--- src/rtl/exu_hpm_pkg.sv ---
// Shared constants and helpers for the machine hardware performance-monitor block.
// Holds the CSR address map, the mhpmevent OF bit position and an address-window helper.
package exu_hpm_pkg;

    typedef logic [11:0] csr_addr_t;

    localparam csr_addr_t CSR_MCOUNTINHIBIT = 12'h320;
    localparam csr_addr_t CSR_MCYCLE        = 12'hB00;
    localparam csr_addr_t CSR_MCYCLEH       = 12'hB80;
    localparam csr_addr_t CSR_MINSTRET      = 12'hB02;
    localparam csr_addr_t CSR_MINSTRETH     = 12'hB82;
    localparam csr_addr_t CSR_MHPMCNT_BASE  = 12'hB03;
    localparam csr_addr_t CSR_MHPMCNTH_BASE = 12'hB83;
    localparam csr_addr_t CSR_MHPMEVT_BASE  = 12'h323;

    localparam int MHPMEVT_OF_BIT = 31;
    localparam int HPM_SLOTS      = 29;

    // True when idx falls in the 29-entry architectural window starting at base.
    function automatic logic in_win(input csr_addr_t idx, input csr_addr_t base);
        return (idx >= base) && (idx < (base + 12'd29));
    endfunction

endpackage

--- src/rtl/exu_hpm_if.sv ---
// CSR access bus shared between the EXU CSR file and the performance-monitor block.
interface exu_hpm_if;
    logic        csr_wen;
    logic        csr_ren;
    logic [11:0] csr_idx;
    logic [31:0] csr_wdat;
    logic [31:0] csr_rdat;
    logic        csr_hit;

    modport master (output csr_wen, csr_ren, csr_idx, csr_wdat,
                    input  csr_rdat, csr_hit);
    modport slave  (input  csr_wen, csr_ren, csr_idx, csr_wdat,
                    output csr_rdat, csr_hit);
endinterface

--- src/rtl/exu_hpm_hpm_cnt.sv ---
// One CNT_W-bit counter with split 32-bit write halves, increment enable and an
// optional sticky overflow flag set only by an increment wrap.
module hpm_cnt #(
    parameter int CNT_W  = 64,
    parameter bit HAS_OF = 1'b1
) (
    input  logic             clk,
    input  logic             rst,
    input  logic             inc,
    input  logic             wr_lo,
    input  logic             wr_hi,
    input  logic [31:0]      wdat,
    input  logic             of_wr,
    input  logic             of_wdat,
    output logic [CNT_W-1:0] cnt,
    output logic             of
);

    logic [CNT_W-1:0] cnt_r;
    logic             wrap_s;

    // A software write to either half takes priority over the increment.
    assign wrap_s = inc && !wr_lo && !wr_hi && (&cnt_r);
    assign cnt    = cnt_r;

    // Counter state: partial writes leave the other half untouched, no carry.
    always_ff @(posedge clk or posedge rst) begin
        if (rst) begin
            cnt_r <= '0;
        end else if (wr_lo || wr_hi) begin
            if (wr_lo) cnt_r[31:0]       <= wdat;
            if (wr_hi) cnt_r[CNT_W-1:32] <= wdat[CNT_W-33:0];
        end else if (inc) begin
            cnt_r <= cnt_r + CNT_W'(1'b1);
        end
    end

    if (HAS_OF) begin : g_of
        logic of_r;

        // Sticky overflow: a hardware wrap beats a same-edge software clear.
        always_ff @(posedge clk or posedge rst) begin
            if (rst) begin
                of_r <= 1'b0;
            end else if (wrap_s) begin
                of_r <= 1'b1;
            end else if (of_wr) begin
                of_r <= of_wdat;
            end
        end

        assign of = of_r;
    end else begin : g_no_of
        logic unused_of_s;
        assign unused_of_s = of_wr ^ of_wdat ^ wrap_s;
        assign of          = 1'b0;
    end

endmodule

--- src/rtl/exu_hpm.sv ---
// Machine counter group: mcycle, minstret, NUM_HPM programmable event counters,
// mcountinhibit and the combined overflow interrupt, all on the EXU CSR bus.
module exu_hpm
    import exu_hpm_pkg::*;
#(
    parameter int NUM_HPM = 4,
    parameter int CNT_W   = 64,
    parameter int NUM_EVT = 16
) (
    input  logic               clk,
    input  logic               rst,
    exu_hpm_if.slave           csr,
    input  logic               in_retr,
    input  logic [NUM_EVT-1:0] evt_i,
    output logic               ovf_irq
);

    localparam int SEL_W     = $clog2(NUM_EVT + 1);
    localparam int EVT_PAD_W = 1 << SEL_W;
    localparam int NH        = (NUM_HPM > 0) ? NUM_HPM : 1;
    localparam logic [63:0] HPM_INH64 = ((64'd1 << NUM_HPM) - 64'd1) << 3;
    localparam logic [31:0] INH_MASK  = 32'h0000_0005 | HPM_INH64[31:0];

    logic [31:0]          inh_r;
    logic [EVT_PAD_W-1:0] evt_pad_s;
    logic [CNT_W-1:0]     cy_cnt_s;
    logic [CNT_W-1:0]     ir_cnt_s;
    logic                 cy_of_s;
    logic                 ir_of_s;
    logic [NH-1:0][31:0]  hpm_rd_s;
    logic [NH-1:0]        of_s;
    logic [31:0]          rd_s;
    logic                 hit_s;

    // mcountinhibit: only bits backed by a real counter are writable.
    always_ff @(posedge clk or posedge rst) begin
        if (rst) begin
            inh_r <= 32'd0;
        end else if (csr.csr_wen && (csr.csr_idx == CSR_MCOUNTINHIBIT)) begin
            inh_r <= csr.csr_wdat & INH_MASK;
        end
    end

    // Slot 0 is the "no event" select; selects beyond NUM_EVT land on zero padding.
    always_comb begin
        evt_pad_s              = '0;
        evt_pad_s[NUM_EVT:1]   = evt_i;
    end

    hpm_cnt #(.CNT_W(CNT_W), .HAS_OF(1'b0)) u_cy (
        .clk     (clk),
        .rst     (rst),
        .inc     (!inh_r[0]),
        .wr_lo   (csr.csr_wen && (csr.csr_idx == CSR_MCYCLE)),
        .wr_hi   (csr.csr_wen && (csr.csr_idx == CSR_MCYCLEH)),
        .wdat    (csr.csr_wdat),
        .of_wr   (1'b0),
        .of_wdat (1'b0),
        .cnt     (cy_cnt_s),
        .of      (cy_of_s)
    );

    hpm_cnt #(.CNT_W(CNT_W), .HAS_OF(1'b0)) u_ir (
        .clk     (clk),
        .rst     (rst),
        .inc     (in_retr && !inh_r[2]),
        .wr_lo   (csr.csr_wen && (csr.csr_idx == CSR_MINSTRET)),
        .wr_hi   (csr.csr_wen && (csr.csr_idx == CSR_MINSTRETH)),
        .wdat    (csr.csr_wdat),
        .of_wr   (1'b0),
        .of_wdat (1'b0),
        .cnt     (ir_cnt_s),
        .of      (ir_of_s)
    );

    for (genvar g = 0; g < NUM_HPM; g++) begin : g_hpm
        localparam csr_addr_t A_EVT  = CSR_MHPMEVT_BASE  + 12'(g);
        localparam csr_addr_t A_CNT  = CSR_MHPMCNT_BASE  + 12'(g);
        localparam csr_addr_t A_CNTH = CSR_MHPMCNTH_BASE + 12'(g);

        logic [SEL_W-1:0] sel_r;
        logic [CNT_W-1:0] cnt_s;
        logic             of_one_s;
        logic             wr_evt_s;
        logic [31:0]      rd_one_s;

        assign wr_evt_s = csr.csr_wen && (csr.csr_idx == A_EVT);

        // Event select field of mhpmevent.
        always_ff @(posedge clk or posedge rst) begin
            if (rst) begin
                sel_r <= '0;
            end else if (wr_evt_s) begin
                sel_r <= csr.csr_wdat[SEL_W-1:0];
            end
        end

        hpm_cnt #(.CNT_W(CNT_W), .HAS_OF(1'b1)) u_cnt (
            .clk     (clk),
            .rst     (rst),
            .inc     (evt_pad_s[sel_r] && !inh_r[3+g]),
            .wr_lo   (csr.csr_wen && (csr.csr_idx == A_CNT)),
            .wr_hi   (csr.csr_wen && (csr.csr_idx == A_CNTH)),
            .wdat    (csr.csr_wdat),
            .of_wr   (wr_evt_s),
            .of_wdat (csr.csr_wdat[MHPMEVT_OF_BIT]),
            .cnt     (cnt_s),
            .of      (of_one_s)
        );

        // This counter's contribution to the read OR-tree.
        always_comb begin
            rd_one_s = 32'd0;
            if (csr.csr_idx == A_EVT) begin
                rd_one_s[SEL_W-1:0]       = sel_r;
                rd_one_s[MHPMEVT_OF_BIT]  = of_one_s;
            end else if (csr.csr_idx == A_CNT) begin
                rd_one_s = cnt_s[31:0];
            end else if (csr.csr_idx == A_CNTH) begin
                rd_one_s = 32'(cnt_s[CNT_W-1:32]);
            end else begin
                rd_one_s = 32'd0;
            end
        end

        assign hpm_rd_s[g] = rd_one_s;
        assign of_s[g]     = of_one_s;
    end

    if (NUM_HPM == 0) begin : g_no_hpm
        assign hpm_rd_s[0] = 32'd0;
        assign of_s[0]     = 1'b0;
    end

    // Address decode covers all 29 architectural slots, implemented or not.
    always_comb begin
        hit_s = (csr.csr_idx == CSR_MCOUNTINHIBIT) ||
                (csr.csr_idx == CSR_MCYCLE)   || (csr.csr_idx == CSR_MCYCLEH) ||
                (csr.csr_idx == CSR_MINSTRET) || (csr.csr_idx == CSR_MINSTRETH) ||
                in_win(csr.csr_idx, CSR_MHPMEVT_BASE) ||
                in_win(csr.csr_idx, CSR_MHPMCNT_BASE) ||
                in_win(csr.csr_idx, CSR_MHPMCNTH_BASE);
    end

    // Read OR-tree over the fixed registers and every programmable counter.
    always_comb begin
        case (csr.csr_idx)
            CSR_MCOUNTINHIBIT: rd_s = inh_r;
            CSR_MCYCLE:        rd_s = cy_cnt_s[31:0];
            CSR_MCYCLEH:       rd_s = 32'(cy_cnt_s[CNT_W-1:32]);
            CSR_MINSTRET:      rd_s = ir_cnt_s[31:0];
            CSR_MINSTRETH:     rd_s = 32'(ir_cnt_s[CNT_W-1:32]);
            default:           rd_s = 32'd0;
        endcase
        for (int k = 0; k < NH; k++) begin
            rd_s = rd_s | hpm_rd_s[k];
        end
    end

    assign csr.csr_hit  = hit_s;
    assign csr.csr_rdat = (csr.csr_ren && hit_s && !rst) ? rd_s : 32'd0;
    assign ovf_irq      = (|of_s) | cy_of_s | ir_of_s;

endmodule

--- src/flat_wrapper.sv ---
// flat-port wrapper written by rule: the top's interface ports become plain ports
module exu_hpm_flat import exu_hpm_pkg::*;
#(
    parameter int NUM_HPM = 4,
    parameter int CNT_W   = 64,
    parameter int NUM_EVT = 16
)
  (clk, rst, in_retr, evt_i, ovf_irq, csr_csr_wen, csr_csr_ren, csr_csr_idx, csr_csr_wdat, csr_csr_rdat, csr_csr_hit);
  exu_hpm_if csr_i ();
  input  logic clk;
  input  logic rst;
  input  logic in_retr;
  input  logic [NUM_EVT-1:0] evt_i;
  output logic ovf_irq;
  input wire logic [$bits(csr_i.csr_wen)-1:0] csr_csr_wen;
  input wire logic [$bits(csr_i.csr_ren)-1:0] csr_csr_ren;
  input wire logic [$bits(csr_i.csr_idx)-1:0] csr_csr_idx;
  input wire logic [$bits(csr_i.csr_wdat)-1:0] csr_csr_wdat;
  output wire logic [$bits(csr_i.csr_rdat)-1:0] csr_csr_rdat;
  output wire logic [$bits(csr_i.csr_hit)-1:0] csr_csr_hit;
  assign csr_i.csr_wen = csr_csr_wen;
  assign csr_i.csr_ren = csr_csr_ren;
  assign csr_i.csr_idx = csr_csr_idx;
  assign csr_i.csr_wdat = csr_csr_wdat;
  assign csr_csr_rdat = csr_i.csr_rdat;
  assign csr_csr_hit = csr_i.csr_hit;
  exu_hpm #(.NUM_HPM(NUM_HPM), .CNT_W(CNT_W), .NUM_EVT(NUM_EVT)) u_core (.clk(clk), .rst(rst), .csr(csr_i), .in_retr(in_retr), .evt_i(evt_i), .ovf_irq(ovf_irq));
endmodule
--- config.mk ---
export PLATFORM = sky130hd
export DESIGN_NAME = exu_hpm_flat
export DESIGN_NICKNAME = d
export VERILOG_FILES = /design/src/rtl/exu_hpm_pkg.sv /design/src/rtl/exu_hpm_if.sv /design/src/rtl/exu_hpm_hpm_cnt.sv /design/src/rtl/exu_hpm.sv /design/src/flat_wrapper.sv
export SDC_FILE = /design/constraint.sdc
export NUM_CORES = 2
export LEC_CHECK = 0
export ABC_CLOCK_PERIOD_IN_PS = 16880
export BUFFER_PORTS_ARGS = -buffer_cell sky130_fd_sc_hd__buf_4
export CAP_MARGIN = 40
export CORE_ASPECT_RATIO = 1.5
export CORE_UTILIZATION = 34
export DETAILED_ROUTE_END_ITERATION = 6
export GPL_TIMING_DRIVEN = 0
export SLEW_MARGIN = 30
export SYNTH_ARGS = -nofsm -noshare
export SYNTH_HDL_FRONTEND = slang
export SYNTH_SLANG_ARGS = --single-unit
export TNS_END_PERCENT = 30
--- constraint.sdc ---
create_clock -name clk -period 16.88 [get_ports clk]
set_input_delay 0 -clock clk [delete_from_list [all_inputs] [get_ports clk]]
set_output_delay 0 -clock clk [all_outputs]
set_load 0.005 [all_outputs]
* Word level (Yosys, flattened, before mapping)
Index checks and enable logic that the tools add are counted.
** Storage, ports and cells
- Register bits :: 414
- Input port bits :: 65
- Output and inout bits :: 34
- Word-level logic and storage cells :: 225
** Cells by class
- Add/subtract/negate cells :: 6
- Order comparisons :: 10
- Equality and inequality tests :: 30
- Multiplexer cells :: 62
- Bitwise logic cells :: 4
- Reduce and logical (&&, ||, !) cells :: 92
** Operator list (number)
- $mux W64 :: 12
- $mux W32 :: 21
- $add A64 B1 Y64 const B :: 6
- $reduce_and A64 Y1 :: 4
- $pmux W32 S5 :: 1
- $eq A12 B12 Y1 const B :: 12
- $or A32 B32 Y32 :: 4
- $mux W26 :: 4
- $eq A12 B10 Y1 const B :: 5
- $logic_and A1 B1 Y1 :: 39
- $ne A2 B2 Y1 const B :: 13
- $ge A12 B12 Y1 const B :: 2
- $lt A12 B12 Y1 const B :: 2
- $lt A5 B6 Y1 const B :: 4
- $reduce_and A2 Y1 :: 12
- $bmux W1 S5 :: 4
- $mux W5 :: 4
- $reduce_bool A2 Y1 :: 9
- $mux W1 :: 16
- $logic_not A1 Y1 :: 14
- $logic_or A1 B1 Y1 :: 13
- $ge A12 B10 Y1 const B :: 1
- $lt A12 B10 Y1 const B :: 1
- $reduce_or A4 Y1 :: 1

* Logic depth before layout (Yosys ltp)
- Word-level depth :: 11
- Depth in mapped cells :: 10

* Hierarchy
Synthesis repeated with hierarchy kept, for this count alone.
** Second synthesis, totals
- Cell total of the unflattened synthesis :: 3747
- Area, all modules :: 30442.9 um^2
** By module, submodules not included
- hpm_cnt (u_core.g_hpm[0].u_cnt ...) :: times used 4, cells each 515, area each 4234.1 um^2
- hpm_cnt (u_core.u_cy ...) :: times used 2, cells each 509, area each 4135.2 um^2
- exu_hpm :: times used 1, cells each 669, area each 5236.3 um^2

* Worst setup path after synthesis
OpenSTA, ideal clock, no wires.
- Path type :: input to output
- Start :: input rst
- End :: output csr_csr_rdat[10]
- Arrival :: 10344 ps
- Required time :: 16880 ps
- Slack :: 6536 ps
- Stages on the path :: 4
- Path through :: inv_1 -> nand3_1 -> clkbuf_1 -> a31oi_1
** On the way
- Longest elaborated chain between the ends :: 3
** Ends and longest elaborated chain
- start: declaration :: RTL line flat_wrapper.sv:11 : input logic rst;
- $logic_not A1 Y1 (no line)
- $logic_and A1 B1 Y1 :: RTL line exu_hpm.sv:161 : assign csr.csr_rdat = (csr.csr_ren && hit_s && !rst) ? rd_s : 32'd0;
- $mux W32 :: RTL line exu_hpm.sv:161
- end: declaration :: RTL line flat_wrapper.sv:19 : output wire logic [$bits(csr_i.csr_rdat)-1:0] csr_csr_rdat;
No other way between the ends.

* Worst setup path after layout
- Start :: input csr_csr_idx[3]
- End :: output csr_csr_rdat[28]
** On the way
- Longest elaborated chain between the ends :: 11
** Ends and longest elaborated chain
- start: declaration :: RTL line flat_wrapper.sv:17 : input wire logic [$bits(csr_i.csr_idx)-1:0] csr_csr_idx;
- branches (longest 10 deep; another with $mux W32)
- $mux W32 * :: RTL line exu_hpm.sv:161
Every way passes the cells marked *.

==> reports/results.txt <==
Outcome = completed
Critical Path Sink Type = primary output
Worst-Skew Late Latency = 0.66 ns
CTS max path bufs = 3
Initial antenna violation count = 28
Fin. Hold Viols = 0
Area grow syn2layout = 17.85%
Syn Inst Count = 3661
CP Max Fanout = 10
Starting density of the core = 34.39%
Die Wd = 245.4 um
RSZ-0062 raised after global routing = no
Buffers inserted by post-CTS timing repair = 0
DR DRC count = 0
All-layer global routing usage = 47.31%
Netlist cell types = 100
Lkg Pwr = 13.16 nW
Cells along the critical path = buf_4, clkbuf_1, nand4bb_1, nor4_4, clkbuf_1, clkbuf_1, a221oi_1, a31oi_1, buf_4
Pwr Density = 73.07 nW/um^2
Clock buffer count from CTS = 50
Vias per std cell = 7.427
Largest net degree at the start of global routing = 87
#FFs+latches synth = 414
CP peak stage delay = 0.88 ns
Clock sinks = 414
Finished Layout Cells = 5098
Gr ovfl total = 0
Dpl cells = 4949
Via count = 37860
1st-iter DRT viols = 6146
HP Class = input port to register
Register area share after synthesis = 34.28%
Clock slew at reported path FFs = 0.06 ns
Core ar. = 87860 um^2
Final WS setup = 12.76 ns
CP most frequent cell = clkbuf_1
Min cycle time layout = 4.116 ns
Main flop type after synthesis = dfrtp_1
Critical path's top delay family = buffers and inverters
IO buf count = 82
Top Ports = 99
Crit path DAT = 4.12 ns
Largest vdd supply drop = 0.00007408 V
Syn. warnings = 0
Max_slew headroom = 18.05%
Share of layout cells above drive strength 1 = 13.16%
Post-DRT Antenna Nets = 0
Fmax = 243.0 MHz
Worst EP required = 16.88 ns
Syn avg cell area = 8.255 um^2
Clk root buf = clkbuf_16
First-pass GRT wire length = 295.3 mm
FF-to-FF setup slack = 13.04 ns
DR pass1 iterations = 6
Post-DP HPWL = 168.5 mm
Clk_skew = 0.03292 ns
Mapped cell area = 30220 um^2
EDFF count, synth = 0
CP max stage cell = nor4_4
Final setup viols = 0
Die area = 90100 um^2
Final WL = 218.0 mm
Fillcell total = 9103
Ys async rst share = 100.0%
Post-synth net total = 3732
CTS tree = built
Fin. max-slew vios = 0
WP buf/inv = 5
Critical path class = input port to primary output
Nets = 3960
Row Count = 133
Fin crit share = 24.38%
Max_cap viols = 0
Vias in the first global route = 35020
Dpl ws = 13.01 ns
Gp weighted congestion = 1.068
# H-tree levels = 2
Commonest non-fill, non-tap cell in the layout = a21oi_1
Slew @ Worst Pin = 1.229 ns
Startpoint Class = input port
Vert. Die Dim = 367.1 um
DR WL/cell = 42.77 um
Most frequent cells in the layout = 426 x a21oi_1, 414 x dfrtp_1, 242 x nor2_1
synth_stat cells, drive strengths merged, types with 36 or more instances:
cell / n / area share [%]
a41oi: 38 / 1.1
o22a: 130 / 3.8
and3: 112 / 2.3
dfrtp: 414 / 34
o22ai: 96 / 2.0
nor4: 66 / 2.3
inv: 53 / 0.66
nand4: 95 / 2.0
a21oi: 427 / 7.1
nor2: 245 / 3.1
a221oi: 53 / 1.5
mux2i: 36 / 1.2
and4: 48 / 1.4
buf: 127 / 2.2
a22o: 51 / 1.5
nand3: 184 / 3.1
clkbuf: 221 / 2.8
nand2: 239 / 3.0
o31ai: 49 / 1.2
nor3: 74 / 1.3
a31oi: 163 / 3.4
o21ai: 167 / 2.8
and2: 44 / 0.91
a2bb2oi: 69 / 2.0
a22oi: 120 / 3.0
worst reg2reg max path, delay by kind of cell, from the launching register on:
family                     cells  cell delay [ns]
AOI/OAI and AO/OA              2             0.39
adders and majority gates      1             0.26
buffers and inverters          1             0.42
DFF                            1             0.55
and+or+nand+nor                4             2.11
cell type report:
class / count / area, um^2 / area share [%]
repair buffers: 176 / 2023 / 5.681
flip-flops and latches: 414 / 10360 / 29.09
well taps: 1147 / 1435 / 4.030
inverters: 53 / 206.4 / 0.5797
multi-input cells: 2846 / 18270 / 51.30
plain buffers: 348 / 1535 / 4.311
diodes: 23 / 57.56 / 0.1616
clock inverters: 28 / 326.6 / 0.9169
clock buffers: 63 / 1401 / 3.935
flip-flops by register name (all words and copies together) (netlist names):
name	count
u_core.g_hpm.sel_r	20
u_core.g_hpm.u_cnt.cnt	256
u_core.g_hpm.u_cnt.of	4
u_core.inh_r	6
u_core.u_cy.cnt	64
u_core.u_ir.cnt	64
layer usage:
| metal | vias to the layer above | routed length [um] | track usage [%] |
|---|---|---|---|
| met5 | - | 77 | 0 |
| met4 | 10 | 25520 | 43.36 |
| met3 | 1015 | 23640 | 12.06 |
| met2 | 3233 | 93300 | 71.53 |
| met1 | 18620 | 75520 | 54.51 |
| li1 | 14980 | - | - |
per-stage QoR:
step | total power [mW] | TNS (ns) | instance area [um^2] | hold WS (ns) | util [%]
2_1_floorplan | 1.192 | 0 | 30220 | 0.1700 | -
3_3_place_gp | 1.352 | -423.83 | 32270 | 0.3573 | 36.73
3_5_place_dp | 1.383 | 0 | 33500 | 0.02208 | 38.13
4_1_cts | 2.578 | 0 | 35510 | 0.005392 | 40.42
5_1_grt | 2.635 | 0 | 35560 | 0.01987 | 40.47
6_report | 2.602 | 0 | 35620 | 0.06161 | 40.53
path summary, 6_finish.rpt:
kind | endpoint | cells after the start | start
max in group asynchronous | u_core.g_hpm[1].u_cnt.cnt[14] | 6 | rst
max reg2reg | u_core.u_cy.cnt[38] | 8 | u_core.u_cy.cnt[0]
max | csr_csr_rdat[28] | 9 | csr_csr_idx[3]
min reg2reg | u_core.inh_r[2] | 1 | u_core.inh_r[2]
min | u_core.g_hpm[0].u_cnt.cnt[30] | 3 | csr_csr_wdat[30]
min in group asynchronous | u_core.g_hpm[2].u_cnt.cnt[58] | 4 | rst
where the power goes:
group / internal (mW) / leakage [nW] / switching, mW
clock network: 0.692 / 0.861 / 0.518
registers: 1.02 / 5.05 / 0.106
logic: 0.0824 / 7.24 / 0.179
total: 1.80 / 13.2 / 0.803
kinds of logic (layout without fill, tap and decap cells):
kind of cell / count (synthesis) / count (layout) / synth area share [%]
AO/OA/AOI/OAI: 1555 / 1555 / 34.90
buffers and inverters: 401 / 668 / 5.585
multiplexers: 75 / 75 / 3.056
adder cells (fa/ha/maj): 6 / 6 / 0.2484
other: 0 / 23 / 0
AND/OR/NAND/NOR: 1210 / 1210 / 21.93
flip-flops: 414 / 414 / 34.28
repair_timing:
item                                   CTS  global route
resized for setup                        0             0
hold buffers                            28             0
setup endpoints to repair                0             0
endpoints found under the hold margin  256             0
Power figures use the tool's default switching activity.
